<file path="config.mk">
export PLATFORM = sky130hd
export DESIGN_NAME = seg_scan_capture_flat
export DESIGN_NICKNAME = d
export VERILOG_FILES = /design/src/rtl/seg_scan_if.sv /design/src/rtl/seg_scan_capture.sv /design/src/flat_wrapper.sv
export SDC_FILE = /design/constraint.sdc
export NUM_CORES = 1
export LEC_CHECK = 0
export ABC_AREA = 0
export CELL_PAD_IN_SITES_DETAIL_PLACEMENT = 1
export CELL_PAD_IN_SITES_GLOBAL_PLACEMENT = 2
export CORE_MARGIN = 4
export CORE_UTILIZATION = 36
export DETAILED_ROUTE_END_ITERATION = 6
export MAX_ROUTING_LAYER = met4
export PLACE_DENSITY = 0.95
export REMOVE_ABC_BUFFERS = 1
export SETUP_SLACK_MARGIN = 0.05
export SYNTH_ARGS = -nofsm -noshare
export SYNTH_HDL_FRONTEND = slang
export SYNTH_SLANG_ARGS = --single-unit
</file>
<file path="constraint.sdc">
create_clock -name clk -period 5 [get_ports clk]
set_input_delay 0.75 -clock clk [delete_from_list [all_inputs] [get_ports clk]]
set_output_delay 0.75 -clock clk [all_outputs]
set_load 0.005 [all_outputs]
</file>
<file path="src/rtl/seg_scan_if.sv">
// Seven-segment monitor bus: the display side drives anode/segment lines and
// the error clear, the monitor returns decoded digits and status.
`timescale 1ns/1ps
interface seg_scan_if;
  logic [3:0] an;
  logic [6:0] seg;
  logic       clr_err;
  logic [3:0] digit0;
  logic [3:0] digit1;
  logic [3:0] digit2;
  logic [3:0] digit3;
  logic [3:0] dvalid;
  logic       frame;
  logic       err_seg;
  logic       err_an;

  modport master (
    output an, seg, clr_err,
    input  digit0, digit1, digit2, digit3, dvalid, frame, err_seg, err_an
  );

  modport slave (
    input  an, seg, clr_err,
    output digit0, digit1, digit2, digit3, dvalid, frame, err_seg, err_an
  );
endinterface

</file>
<file path="src/rtl/seg_scan_capture.sv">
// Passive seven-segment scan monitor: waits for each anode/segment dwell to
// settle, decodes the pattern and keeps one code register per digit position.
`timescale 1ns/1ps
module seg_scan_capture #(
  parameter int unsigned SETTLE     = 4,
  parameter logic [3:0]  FRAME_MASK = 4'b1111
) (
  input logic       clk,
  input logic       rst,
  seg_scan_if.slave bus
);
  localparam int CW = $clog2(SETTLE + 1);
  localparam logic [CW-1:0] CNT_MAX = CW'(SETTLE);
  localparam logic [CW-1:0] CAP_AT  = CW'(SETTLE - 1);

  logic [3:0]    an_q, an_d;
  logic [6:0]    seg_q, seg_d;
  logic [CW-1:0] cnt_q, cnt_d;
  logic [3:0]    digit_q [4];
  logic [3:0]    digit_d [4];
  logic [3:0]    dvalid_q, dvalid_d;
  logic [3:0]    seen_q, seen_d;
  logic          frame_q, frame_d;
  logic          err_seg_q, err_seg_d;
  logic          err_an_q, err_an_d;

  logic       same;
  logic       capture;
  logic [3:0] sel;
  logic       one_sel;
  logic       multi_sel;
  logic [3:0] code;
  logic       bad_code;
  logic [3:0] seen_next;
  logic       set_seg;
  logic       set_an;

  always_comb begin
    code     = 4'hE;
    bad_code = 1'b0;
    case (seg_q)
      7'b1000000: code = 4'h0;
      7'b1111001: code = 4'h1;
      7'b0100100: code = 4'h2;
      7'b0110000: code = 4'h3;
      7'b0011001: code = 4'h4;
      7'b0010010: code = 4'h5;
      7'b0000010: code = 4'h6;
      7'b1111000: code = 4'h7;
      7'b0000000: code = 4'h8;
      7'b0010000: code = 4'h9;
      7'b1111111: code = 4'hF;
      default:    bad_code = 1'b1;
    endcase
  end

  always_comb begin
    an_d      = bus.an;
    seg_d     = bus.seg;
    same      = ({bus.an, bus.seg} == {an_q, seg_q});
    cnt_d     = cnt_q;
    if (!same)
      cnt_d = '0;
    else if (cnt_q != CNT_MAX)
      cnt_d = cnt_q + CW'(1);
    // Fires on the single edge where the counter crosses SETTLE-1; once
    // saturated the dwell can never capture again.
    capture   = same && (cnt_q == CAP_AT);

    sel       = ~an_q;
    one_sel   = (sel != 4'b0000) && ((sel & (sel - 4'd1)) == 4'b0000);
    multi_sel = (sel != 4'b0000) && !one_sel;

    digit_d   = digit_q;
    dvalid_d  = dvalid_q;
    seen_next = seen_q;
    set_seg   = 1'b0;
    set_an    = capture && multi_sel;
    frame_d   = 1'b0;

    if (capture && one_sel) begin
      for (int i = 0; i < 4; i++)
        if (sel[i]) digit_d[i] = code;
      dvalid_d  = dvalid_q | sel;
      seen_next = seen_q | sel;
      set_seg   = bad_code;
    end

    seen_d = seen_next;
    if (capture && one_sel && ((seen_next & FRAME_MASK) == FRAME_MASK)) begin
      frame_d = 1'b1;
      seen_d  = 4'b0000;
    end

    // A new error at the clearing edge survives the clear.
    err_seg_d = (err_seg_q & ~bus.clr_err) | set_seg;
    err_an_d  = (err_an_q & ~bus.clr_err) | set_an;
  end

  always_ff @(posedge clk or posedge rst) begin
    if (rst) begin
      an_q      <= 4'hF;
      seg_q     <= 7'h7F;
      cnt_q     <= '0;
      digit_q   <= '{default: 4'h0};
      dvalid_q  <= 4'b0000;
      seen_q    <= 4'b0000;
      frame_q   <= 1'b0;
      err_seg_q <= 1'b0;
      err_an_q  <= 1'b0;
    end else begin
      an_q      <= an_d;
      seg_q     <= seg_d;
      cnt_q     <= cnt_d;
      digit_q   <= digit_d;
      dvalid_q  <= dvalid_d;
      seen_q    <= seen_d;
      frame_q   <= frame_d;
      err_seg_q <= err_seg_d;
      err_an_q  <= err_an_d;
    end
  end

  assign bus.digit0  = digit_q[0];
  assign bus.digit1  = digit_q[1];
  assign bus.digit2  = digit_q[2];
  assign bus.digit3  = digit_q[3];
  assign bus.dvalid  = dvalid_q;
  assign bus.frame   = frame_q;
  assign bus.err_seg = err_seg_q;
  assign bus.err_an  = err_an_q;
endmodule

</file>
<file path="src/flat_wrapper.sv">
// flat-port wrapper written by rule: the top's interface ports become plain ports
module seg_scan_capture_flat 
#(
  parameter int unsigned SETTLE     = 4,
  parameter logic [3:0]  FRAME_MASK = 4'b1111
)
  (clk, rst, bus_an, bus_seg, bus_clr_err, bus_digit0, bus_digit1, bus_digit2, bus_digit3, bus_dvalid, bus_frame, bus_err_seg, bus_err_an);
  seg_scan_if bus_i ();
  input logic clk;
  input logic rst;
  input wire logic [$bits(bus_i.an)-1:0] bus_an;
  input wire logic [$bits(bus_i.seg)-1:0] bus_seg;
  input wire logic [$bits(bus_i.clr_err)-1:0] bus_clr_err;
  output wire logic [$bits(bus_i.digit0)-1:0] bus_digit0;
  output wire logic [$bits(bus_i.digit1)-1:0] bus_digit1;
  output wire logic [$bits(bus_i.digit2)-1:0] bus_digit2;
  output wire logic [$bits(bus_i.digit3)-1:0] bus_digit3;
  output wire logic [$bits(bus_i.dvalid)-1:0] bus_dvalid;
  output wire logic [$bits(bus_i.frame)-1:0] bus_frame;
  output wire logic [$bits(bus_i.err_seg)-1:0] bus_err_seg;
  output wire logic [$bits(bus_i.err_an)-1:0] bus_err_an;
  assign bus_i.an = bus_an;
  assign bus_i.seg = bus_seg;
  assign bus_i.clr_err = bus_clr_err;
  assign bus_digit0 = bus_i.digit0;
  assign bus_digit1 = bus_i.digit1;
  assign bus_digit2 = bus_i.digit2;
  assign bus_digit3 = bus_i.digit3;
  assign bus_dvalid = bus_i.dvalid;
  assign bus_frame = bus_i.frame;
  assign bus_err_seg = bus_i.err_seg;
  assign bus_err_an = bus_i.err_an;
  seg_scan_capture #(.SETTLE(SETTLE), .FRAME_MASK(FRAME_MASK)) u_core (.clk(clk), .rst(rst), .bus(bus_i));
endmodule
</file>
# ---- After elaboration in Yosys (flattened, before gate mapping)
# Cells that the tools add are included.
dict set report op_classes {
  n_reduce_logical 15
  n_eq_ne 15
  n_mux 8
  n_bitwise 9
  addsub 2
}
# operator n
set ops {}
lappend ops {{case mux 4 bit (11 select lines)} 1}
lappend ops {{== test 7 bit (second input constant)} 4}
lappend ops {{== test 7 x 5 -> 1 bit (second input constant)} 3}
lappend ops {{== test 7 x 6 -> 1 bit (second input constant)} 2}
lappend ops {{== test 11 bit} 1}
lappend ops {{OR reduction 11 bit} 1}
lappend ops {{two-way mux 4 bit} 2}
lappend ops {{bitwise OR 4 bit} 2}
lappend ops {{AND reduction 2 bit} 4}
lappend ops {{== test 7 x 2 -> 1 bit (second input constant)} 1}
lappend ops {{zero test 7 bit} 1}
lappend ops {{logical AND 1 bit} 6}
lappend ops {{two-way mux 3 bit} 2}
lappend ops {{AND 4 bit} 1}
lappend ops {{== test 4 bit (second input constant)} 1}
lappend ops {{zero test 4 bit} 1}
lappend ops {{NOT 4 bit} 1}
lappend ops {{nonzero test 4 bit} 1}
lappend ops {{subtractor 4 x 1 -> 4 bit (second input constant)} 1}
lappend ops {{adder 3 x 1 -> 3 bit (second input constant)} 1}
lappend ops {{== test 3 x 2 -> 1 bit (second input constant)} 1}
lappend ops {{two-way mux 1 bit} 3}
lappend ops {{!= test 3 bit (second input constant)} 1}
lappend ops {{AND 1 bit} 2}
lappend ops {{other kinds (4)} 5}
dict set report word_totals {
  ff_bits 41
  word_cells 61
  output_inout_bits 23
  in_bits 14
}

# ---- Longest topological paths before layout
dict set report depth {
  word_depth 10
  mapped_depth 7
  ltp_nobuf 6
}

# ---- Worst setup path after synthesis
# Ideal clock, no wire load.
dict set report synth_timing {
  kind {input-to-reg}
  start {input port bus_seg[4]}
  end {register u_core.digit_q (netlist bit u_core.bus.digit3[0])}
  slack_ns 2.541
  path_stages 6
  arrival_ns 2.334
  required_time_ns 4.875
  cell_sequence {xnor2_1 -> nand4_1 -> or3_4 -> or4b_1 -> buf_2 -> mux2_4}
}
dict set report synth_via {
  elab_chain_len 4
}
# item line
set synth_rtl {}
lappend synth_rtl {{start: declaration} flat_wrapper.sv:12} ;# input wire logic [$bits(bus_i.seg)-1:0] bus_seg;
lappend synth_rtl {{== test 11 bit} seg_scan_capture.sv:60} ;# same = ({bus.an, bus.seg} == {an_q, seg_q});
lappend synth_rtl {{logical AND 1 bit} seg_scan_capture.sv:68} ;# capture = same && (cnt_q == CAP_AT);
lappend synth_rtl {{logical AND 1 bit} seg_scan_capture.sv:81} ;# if (capture && one_sel) begin
lappend synth_rtl {{AND reduction 2 bit (no source line)} n/a}
lappend synth_rtl {{end signal: assignment} seg_scan_capture.sv:115} ;# digit_q <= digit_d;
lappend synth_rtl {{end: declaration} seg_scan_capture.sv:19} ;# logic [3:0] digit_q [4];
# Every way passes these cells.
# A chain may end at the register's enable or synchronous reset.

# ---- Final worst setup path
dict set report layout_timing {
  start {input port bus_seg[3]}
  end {register u_core.digit_q (netlist bit u_core.bus.digit3[3])}
}
# The elaborated chain is that of the path after synthesis.

==> impl_metrics.ini <==
[finish]
drive_above_1_share_pct = 15.8
fin_cells = 279
fill_cells = 573
multi_input_area_um2 = 821
nets = 225
num_antenna_cells = 0
regArea_um2 = 1040
layout_commonest_cell = clkdlybuf4s50_1
syn_to_final_growth_pct = 25.5
final_cell_mix = clkdlybuf4s50_1 (36), dfrtp_1 (30), inv_1 (15)

[timing]
setup_tns_ns = 0
finalCriticalPeriod_ns = 2.85
hold_violations = 0
fin_crit_sh_pct = 56.9
maxSlewHeadroom_pct = 51.9
maxSlewViolCount = 0
worst_pin_slew_ns = 0.716
rsz0062_at_grt = false
max_freq_mhz = 351
setup_viol = 0
fin_skew_ns = 0.00343

[power]
leakage_nw = 1.11
peakVddDrop_mv = 0.180
power_density_nw_per_um2 = 271

[job]
maxCapViolCount = 0

[yosys]
synth_ff_type = dfrtp_1
synth_top_area_share_pct = 37.8
synth.distinct_cells = 48
async_flop_share_pct = 100
synth_edf_count = 0
ys_ff_latch = 41
yosysSeqAreaShare_pct = 52.4
synthCells = 178
ys_warn_count = 0
synth_top_cell_by_area = dfrtp_1
syn_area_per_cell_um2 = 11.2
synth_area_leaders = dfrtp_1 (38%), dfstp_2 (15%), xnor2_1 (5.3%)
synthesis.area_um2 = 1990

[setup_path]
worstSetupPathType = input port to flip-flop
crit_arrival_ns = 3.02
crit_required_ns = 5.18
path_max_fanout = 6
crit_path_start_kind = input port
worst_setup_path_end_kind = flip-flop

[clock_tree]
clk_pin_slew_worst_paths_ns = 0.08
post_cts_buffers = 0
cts-root-buf = clkbuf_8
cts-htree-levels = 2
clk_latency_ns = 0.29
cts_tree = done
post_cts_resized = 0
cts_buffer_depth = 2
cts_made_buffers = 5
cts.sinks = 41
postCtsHoldBufs = 0

[global_route]
grt-ovfl-total = 0
grt_usage_pct = 14.7
grt_pass1_wl_mm = 7.25
antenna_found_initial = 0
grt_max_degree = 42
grt_pass1_vias = 1410

[die]
num_rows = 26
pin_count = 37
die-area_um2 = 6770
fp.dieH_um = 82.3
core_um2 = 5240
die_x_um = 82.3
start_util_pct = 37.9

[hold_path]
hold_path_class = flip-flop to flip-flop

[route]
first_pass_iters = 4
first_iter_violations = 76
routed_via_density = 4.95
drc_errors = 0
wl_per_cell_um = 15.6
dr_total_vias = 1382
ant_nets = 0
wirelength_mm = 4.35

[run_status]
status = finished clean

[placement]
port_buffers = 36
gp_congestion = 0.816
dp_hpwl_mm = 3.14
dpl.cell_count = 271
-- flip-flops by register name, indices dropped and copies added (netlist names) --
signal / cells
u_core.bus.dvalid: 4
u_core.bus.err_an: 1
u_core.seen_q: 4
u_core.an_q: 4
u_core.bus.digit2: 4
u_core.bus.err_seg: 1
u_core.bus.frame: 1
u_core.bus.digit1: 4
u_core.cnt_q: 3
u_core.bus.digit3: 4
u_core.bus.digit0: 4
u_core.seg_q: 7
-- power by group --
group	internal [mW]	switching [mW]	total, mW
clock	0.162	0.116	0.278
combinational	0.0235	0.0205	0.0440
sequential	0.340	0.0135	0.354
-- area by class of cell --
| class | count | area share, % |
|---|---|---|
| clock inverters | 2 | 1.51 |
| well taps | 70 | 3.51 |
| inverters | 15 | 2.26 |
| repair buffers | 37 | 14.8 |
| multi-input cells | 108 | 32.9 |
| flip-flops and latches | 41 | 41.7 |
| clock buffers | 6 | 3.31 |
-- through the flow --
| step | instance area (um^2) | hold WS (ns) | worst slack, ns | utilization (%) | total power [mW] |
|---|---|---|---|---|---|
| 2_1_floorplan | 1920 | 0.458 | 2.50 | - | 0.381 |
| 6_report | 2490 | 0.485 | 2.15 | 47.6 | 0.676 |
| 3_3_place_gp | 2370 | 0.450 | 1.87 | 45.3 | 0.403 |
| 4_1_cts | 2490 | 0.493 | 2.12 | 47.6 | 0.685 |
| 5_1_grt | 2490 | 0.505 | 1.96 | 47.6 | 0.711 |
| 3_5_place_dp | 2370 | 0.473 | 1.81 | 45.3 | 0.404 |
-- cells in the mapped netlist (2+ instances only) --
| master | count |
|---|---|
| mux2_4 | 3 |
| mux2_1 | 2 |
| and3_1 | 2 |
| mux2_2 | 7 |
| clkbuf_1 | 5 |
| dfrtp_1 | 30 |
| or2_1 | 2 |
| nand3_1 | 6 |
| nor2_1 | 5 |
| nand2b_1 | 2 |
| nand4b_1 | 2 |
| nor3_1 | 4 |
| mux2i_1 | 4 |
| nor4bb_1 | 2 |
| a21o_1 | 4 |
| ha_1 | 3 |
| xnor2_1 | 12 |
| a21oi_1 | 7 |
| o21ai_0 | 4 |
| a21boi_1 | 2 |
| buf_4 | 2 |
| nand2_1 | 9 |
| inv_1 | 15 |
| nand4_1 | 4 |
| buf_2 | 7 |
| dfstp_2 | 11 |
-- per-layer routing --
| layer | up-vias | track usage (%) | wire (um) | share of wire (%) |
|---|---|---|---|---|
| li1 | 673 | - | - | - |
| met1 | 672 | 18.1 | 2020 | 46 |
| met2 | 35 | 23.1 | 2080 | 48 |
| met3 | 2 | 3.90 | 214 | 4.9 |
| met4 | 0 | 5.32 | 32 | 0.74 |
| met5 | - | - | 0 | 0 |
-- critical path: stages --
cell and delay (ns):
clkdlybuf4s50_1 0.49, xnor2_1 0.14, nand4_1 0.18, or3_4 0.42
or4b_1 0.67, mux2_4 0.36
-- cells by family after synthesis --
| kind of cell | Yosys count | synth area share, % |
|---|---|---|
| adder cells (fa/ha/maj) | 3 | 1.89 |
| buffers and inverters | 29 | 6.30 |
| flip-flops | 41 | 52.4 |
| multiplexers | 16 | 9.39 |
| AND/OR/NAND/NOR | 49 | 14.9 |
| XOR/XNOR | 13 | 6.11 |
| AO/OA/AOI/OAI | 27 | 9.01 |
-- final timing paths --
path	startpoint	endpoint	slack [ns]	depth (start not counted)
min in group asynchronous	rst	u_core.bus.dvalid[3]	0.90	3
min	u_core.bus.dvalid[3]	u_core.bus.dvalid[3]	0.48	1
max in group asynchronous	rst	u_core.an_q[0]	3.74	3
min reg2reg	u_core.bus.dvalid[3]	u_core.bus.dvalid[3]	0.48	1
max	bus_seg[3]	u_core.bus.digit3[3]	2.15	6
max reg2reg	u_core.seg_q[5]	u_core.bus.digit3[3]	2.45	5
No activity file was read; power rests on OpenSTA's default activity.
